$ cat src/rtl/muldiv_unit.sv
// ============================================================================
// muldiv_unit
// ----------------------------------------------------------------------------
// Iterative 32-bit integer multiply/divide unit for a MIPS-style pipeline.
// One operation at a time. Each operation takes 32 shift-add or
// restore-divide iterations, then one sign-fix cycle, then a one-cycle done
// pulse. Results are held in hi/lo until the next operation completes.
//
// Ports
//   clkin        : single clock, rising edge
//   rst          : asynchronous reset, active low
//   start        : begin an operation (accepted in IDLE or DONE only)
//   op           : 00 mult, 01 multu, 10 div, 11 divu
//   a            : multiplicand / dividend (rs)
//   b            : multiplier / divisor (rt)
//   cancel       : synchronous abort (pipeline flush); beats start
//   busy         : high in RUN and FIX
//   done         : one-cycle pulse when hi/lo carry a fresh result
//   hi           : product[63:32] or remainder
//   lo           : product[31:0] or quotient
//   div_by_zero  : last completed op was a divide with b == 0
// ============================================================================
module muldiv_unit (
    input  logic        clkin,
    input  logic        rst,
    input  logic        start,
    input  logic [1:0]  op,
    input  logic [31:0] a,
    input  logic [31:0] b,
    input  logic        cancel,
    output logic        busy,
    output logic        done,
    output logic [31:0] hi,
    output logic [31:0] lo,
    output logic        div_by_zero
);

    typedef enum logic [1:0] {
        IDLE = 2'd0,
        RUN  = 2'd1,
        FIX  = 2'd2,
        DONE = 2'd3
    } state_t;

    state_t      state_q, state_d;
    logic [4:0]  count_q, count_d;
    logic [63:0] acc_q, acc_d;
    logic [31:0] mcand_q, mcand_d;
    logic        is_div_q, is_div_d;
    logic        neg_lo_q, neg_lo_d;
    logic        neg_hi_q, neg_hi_d;
    logic        b_zero_q, b_zero_d;
    logic [31:0] hi_q, hi_d;
    logic [31:0] lo_q, lo_d;
    logic        dbz_q, dbz_d;
    logic        busy_q, busy_d;
    logic        done_q, done_d;

    // Operand conditioning and per-iteration datapath temporaries
    logic        op_signed;
    logic        a_neg;
    logic        b_neg;
    logic [31:0] a_mag;
    logic [31:0] b_mag;
    logic [32:0] mul_sum;
    logic        div_fits;
    logic [31:0] div_trial;
    logic [63:0] prod_fix;
    logic [31:0] quot_fix;
    logic [31:0] rem_fix;

    // Magnitudes of the incoming operands. Unsigned ops (op[0]=1) pass the
    // raw values through. |0x80000000| is 0x80000000 read as unsigned,
    // which the unsigned datapath handles correctly.
    always_comb begin
        op_signed = ~op[0];
        a_neg     = op_signed & a[31];
        b_neg     = op_signed & b[31];
        a_mag     = a_neg ? (32'd0 - a) : a;
        b_mag     = b_neg ? (32'd0 - b) : b;
    end

    // One iteration of each algorithm, computed from the current accumulator.
    // Multiply: acc = {partial product, remaining multiplier bits}; add the
    // multiplicand into the top half when the low multiplier bit is set, then
    // shift right (the carry becomes bit 63).
    // Divide: acc = {remainder, remaining dividend bits}; shift left one bit
    // and subtract the divisor when it fits, shifting a 1 into the quotient.
    // A zero divisor always "fits", which yields quotient all-ones and
    // remainder equal to the dividend magnitude.
    always_comb begin
        mul_sum   = {1'b0, acc_q[63:32]} + (acc_q[0] ? {1'b0, mcand_q} : 33'd0);
        div_fits  = (acc_q[63:31] >= {1'b0, mcand_q});
        div_trial = acc_q[62:31] - mcand_q;
    end

    // Sign correction of the finished magnitude result. For a signed divide
    // by zero the remainder correction restores the original dividend, so hi
    // reads back a exactly as captured.
    always_comb begin
        prod_fix = neg_lo_q ? (64'd0 - acc_q) : acc_q;
        quot_fix = b_zero_q ? 32'hFFFF_FFFF
                            : (neg_lo_q ? (32'd0 - acc_q[31:0]) : acc_q[31:0]);
        rem_fix  = neg_hi_q ? (32'd0 - acc_q[63:32]) : acc_q[63:32];
    end

    // Next-state and datapath control. cancel has priority in every state;
    // start is only honoured in IDLE and DONE so nothing queues behind a
    // running operation.
    always_comb begin
        state_d  = state_q;
        count_d  = count_q;
        acc_d    = acc_q;
        mcand_d  = mcand_q;
        is_div_d = is_div_q;
        neg_lo_d = neg_lo_q;
        neg_hi_d = neg_hi_q;
        b_zero_d = b_zero_q;
        hi_d     = hi_q;
        lo_d     = lo_q;
        dbz_d    = dbz_q;

        case (state_q)
            IDLE, DONE: begin
                if (cancel) begin
                    state_d = IDLE;
                end else if (start) begin
                    state_d  = RUN;
                    count_d  = 5'd0;
                    is_div_d = op[1];
                    neg_lo_d = a_neg ^ b_neg;
                    neg_hi_d = op[1] & a_neg;
                    b_zero_d = op[1] & (b == 32'd0);
                    if (op[1]) begin
                        acc_d   = {32'd0, a_mag};
                        mcand_d = b_mag;
                    end else begin
                        acc_d   = {32'd0, b_mag};
                        mcand_d = a_mag;
                    end
                end else begin
                    state_d = IDLE;
                end
            end

            RUN: begin
                if (cancel) begin
                    state_d = IDLE;
                end else begin
                    if (is_div_q) begin
                        if (div_fits) begin
                            acc_d = {div_trial, acc_q[30:0], 1'b1};
                        end else begin
                            acc_d = {acc_q[62:0], 1'b0};
                        end
                    end else begin
                        acc_d = {mul_sum, acc_q[31:1]};
                    end
                    count_d = count_q + 5'd1;
                    if (count_q == 5'd31) begin
                        state_d = FIX;
                    end
                end
            end

            FIX: begin
                if (cancel) begin
                    state_d = IDLE;
                end else begin
                    state_d = DONE;
                    if (is_div_q) begin
                        hi_d  = rem_fix;
                        lo_d  = quot_fix;
                        dbz_d = b_zero_q;
                    end else begin
                        hi_d  = prod_fix[63:32];
                        lo_d  = prod_fix[31:0];
                        dbz_d = 1'b0;
                    end
                end
            end

            default: begin
                state_d = IDLE;
            end
        endcase

        busy_d = (state_d == RUN) || (state_d == FIX);
        done_d = (state_d == DONE);
    end

    // All state, including the registered status outputs, in one block so
    // reset clears everything at once.
    always_ff @(posedge clkin or negedge rst) begin
        if (!rst) begin
            state_q  <= IDLE;
            count_q  <= 5'd0;
            acc_q    <= 64'd0;
            mcand_q  <= 32'd0;
            is_div_q <= 1'b0;
            neg_lo_q <= 1'b0;
            neg_hi_q <= 1'b0;
            b_zero_q <= 1'b0;
            hi_q     <= 32'd0;
            lo_q     <= 32'd0;
            dbz_q    <= 1'b0;
            busy_q   <= 1'b0;
            done_q   <= 1'b0;
        end else begin
            state_q  <= state_d;
            count_q  <= count_d;
            acc_q    <= acc_d;
            mcand_q  <= mcand_d;
            is_div_q <= is_div_d;
            neg_lo_q <= neg_lo_d;
            neg_hi_q <= neg_hi_d;
            b_zero_q <= b_zero_d;
            hi_q     <= hi_d;
            lo_q     <= lo_d;
            dbz_q    <= dbz_d;
            busy_q   <= busy_d;
            done_q   <= done_d;
        end
    end

    assign busy        = busy_q;
    assign done        = done_q;
    assign hi          = hi_q;
    assign lo          = lo_q;
    assign div_by_zero = dbz_q;

endmodule

$ cat config.mk
export PLATFORM = sky130hd
export DESIGN_NAME = muldiv_unit
export DESIGN_NICKNAME = d
export VERILOG_FILES = /design/src/rtl/muldiv_unit.sv
export SDC_FILE = /design/constraint.sdc
export NUM_CORES = 1
export LEC_CHECK = 0
export CORE_ASPECT_RATIO = 0.7
export CORE_MARGIN = 10
export CORE_UTILIZATION = 40
export DETAILED_ROUTE_END_ITERATION = 12
export SKIP_LAST_GASP = 1
export SYNTH_ARGS = -nofsm -noshare
export SYNTH_HDL_FRONTEND = slang
export SYNTH_SLANG_ARGS = --single-unit
$ cat constraint.sdc
create_clock -name clkin -period 3.45 [get_ports clkin]
set_input_delay 0.8625 -clock clkin [delete_from_list [all_inputs] [get_ports clkin]]
set_output_delay 0.8625 -clock clkin [all_outputs]
set_load 0.02 [all_outputs]
==> out/qor.yml <==
cells_and_area:
  diodes: 0
  drive_gt1_share_pct: 15.0
  mostFrequentLayoutCells: "nor2_1, a21oi_1, buf_4"
  final_design_area_no_fill_um2: 18800
  mostFrequentLayoutCell: "nor2_1"
  syn2layout_area_growth_pct: 26.2
  final_nets: 2292
detailed_routing:
  drtPass1Iterations: 6
  ant_nets: 0
  vias: 15100
  wl_um: 55000
  drt_iter0_drc: 1204
  via_per_inst: 5.73
  drc: 0
  wl_per_cell_um: 20.8
global_route:
  antenna_found_initial: 0
  grt_pass1_vias: 14500
  grt_max_degree: 87
  grt_pass1_wl_um: 84500
  grt_usage_pct: 23.5
  gr-total-overflow: 0
clocking:
  cts.sinks: 174
  cts_hold_buf: 0
  ctsLongestPathBuffers: 2
  cts_made_buffers: 17
  clkTransAtPathRegs_ns: 0.08
  clk_root_buffer_cell: "clkbuf_16"
  cts_tree: "built"
  insertion_delay_ns: 0.47
  cts_max_level: 4
critical_path:
  crit_path_start: "acc_q[0]"
  crit_type: "register to register"
  cpMaxStageDelayCell: "dfrtp_1"
  r2r_start: "acc_q[0]"
  r2r_cells: 14
  required_ns: 3.79
  cpPeakStageDelay_ns: 0.43
  crit_fanout: 20
  crit_family: "compound AO/OA/AOI/OAI gates"
  cp-start-kind: "register"
  crit_top_cell: "buf_4"
  endpoint_kind: "register"
  path_cells: "inv_1 > buf_12 > nor2_1 > ha_1 > nand4b_1 > a2111oi_2 > buf_4 > nor3_2 > buf_4 > o31ai_2 > a21boi_1 > o21ai_0 > xnor2_1 > o21ai_1"
  path_buf_inv: 4
  critical_path_depth: 14
  crit_arrival_ns: 3.66
run_status:
  status: "finished, final reports clean"
place:
  place_hpwl_um: 43100
  io_buffers: 136
  place_congestion: 0.954
  placed_area_um2: 18000
timing:
  hold_ws_ns: 0.394
  finalHoldViolations: 0
  slew_violations: 0
  finalSetupViolCount: 0
  fin_crit_ns: 3.32
  fin_skew_ns: 0.0153
  max_freq_ghz: 0.302
  maxSlewHeadroom_pct: 37.2
  tightest_slew_ns: 0.942
  fin_crit_sh_pct: 96.1
synthesis:
  synthFlopType: "dfrtp_1"
  syn_avg_cell_area_um2: 7.82
  synthArstFlopShare_pct: 100
  synth_area_um2: 14900
  yosysSeqAreaShare_pct: 29.3
  synth_seq_cells: 174
  netlist-cell-type-count: 87
  yosysTopAreaCell: "dfrtp_1"
  yosys-top-cells-area: "dfrtp_1, a21oi_1, ha_1"
  syn_nets: 2045
  synth_top_area_share_pct: 29.3
  ys.warnings.count: 0
  synth_cells: 1900
  synth-edff-count: 0
floorplan:
  io_pins: 137
  dieArea_um2: 45400
  core_um2: 36300
  start_util_pct: 41.0
  die_h_um: 181
  die_x_um: 250
  fp-row-count: 58
job:
  maxCapViolations: 0
min_path:
  min_path_type: "primary input to asynchronous set/reset pin"
power_and_ir_drop:
  ir_drop_mv: 0.319
  leakagePower_nw: 8.47
  power_density_nw_per_um2: 464
  finalPower_mw: 8.72
[final timing paths]
| path | slack (ns) | to |
|---|---|---|
| min in group clkin | 0.48 | hi[23] |
| setup / recovery | 0.13 | acc_q[56] |
| max in group asynchronous | 2.26 | count_q[4] |
| setup reg to reg | 0.13 | acc_q[56] |
| hold reg to reg | 0.48 | hi[23] |
| hold / removal | 0.39 | hi[14] |
[kinds of logic (layout without fill, tap and decap cells)]
| logic type | after synthesis | in the layout | synth area share [%] |
|---|---|---|---|
| buffers and inverters | 181 | 441 | 4.70 |
| flip-flops | 174 | 174 | 29.3 |
| AO/OA/AOI/OAI | 599 | 599 | 24.8 |
| multiplexers | 63 | 63 | 4.51 |
| AND/OR/NAND/NOR | 640 | 640 | 20.4 |
| XOR/XNOR | 168 | 168 | 9.90 |
| adder cells (fa/ha/maj) | 75 | 75 | 6.41 |
[layer usage]
metal  up-vias  GRT usage (%)  wire length, um
met5         -              0                0
met4         0           4.59              740
met3        49           8.32             5640
met2       550           32.7            22100
met1      7257           34.0            26500
li1       7280              -                -
[flip-flops by register name (all words and copies together), names as in the netlist]
register     count
state_q          2
neg_lo_q         1
mcand_q         32
done             1
b_zero_q         1
lo              32
count_q          5
acc_q           64
hi              32
busy             1
div_by_zero      1
is_div_q         1
neg_hi_q         1
[cell usage after synthesis (4+ instances only)]
master     number
a2111oi_0       4
a211o_1         5
a211oi_1       27
a21boi_0        5
a21o_1         35
a21oi_1       213
a22o_1         12
a22oi_1         7
a311oi_1        6
a31oi_1         8
and2_1         13
and3_1         15
buf_1          10
buf_2           9
clkbuf_1       89
dfrtp_1       174
ha_1           73
inv_1          69
mux2_2         32
mux2i_1        31
nand2_1       190
nand2b_1       14
nand3_1        28
nand3b_1        5
nand4_1        19
nor2_1        232
nor2b_1        18
nor3_1         18
nor3b_1         6
nor4_1         18
o211ai_1       12
o21a_1          8
o21ai_0       148
o21ai_1        16
o21bai_1        7
o22ai_1         5
o31a_1          8
o31ai_1        25
o41ai_1        12
or2_2           6
or3_1          21
or4_1          13
xnor2_1        79
xor2_1         89
[stage by stage]
stage | instances | utilization (%) | setup slack [ns] | setup TNS (ns)
after floorplan | 1900 | - | 0.273 | 0
after global placement | 2607 | 49.7 | -0.173 | -2.30
after detailed placement | 2607 | 49.7 | -0.207 | -3.47
after CTS | 2639 | 51.4 | 0.00280 | 0
after global routing | 2640 | 51.7 | -0.0228 | -0.0247
final | 2640 | 51.7 | 0.134 | 0
[timing repair]
item | CTS | global route
buffers inserted | 0 | 1
resized for setup | 2 | 28
hold endpoints to repair | 0 | 0
endpoints found under the setup margin | 2 | 31
pin swaps | 0 | 6
[layout make-up]
type	instances	area, um2
inverter	71	267
timing repair buffer	338	3000
clock buffer	19	453
fill	3539	17500
sequential	174	4360
clock inverter	13	143
tap	480	601
multi-input combinational	1545	9950
[power breakdown]
group          switching [mW]  leakage [nW]  internal (mW)  total (mW)
registers               0.259          2.29           2.24        2.50
clock network            1.04         0.288           1.01        2.04
logic                    2.41          5.90           1.77        4.18
total                    3.70          8.47           5.01        8.72
No activity file was read; power rests on OpenSTA's default activity.
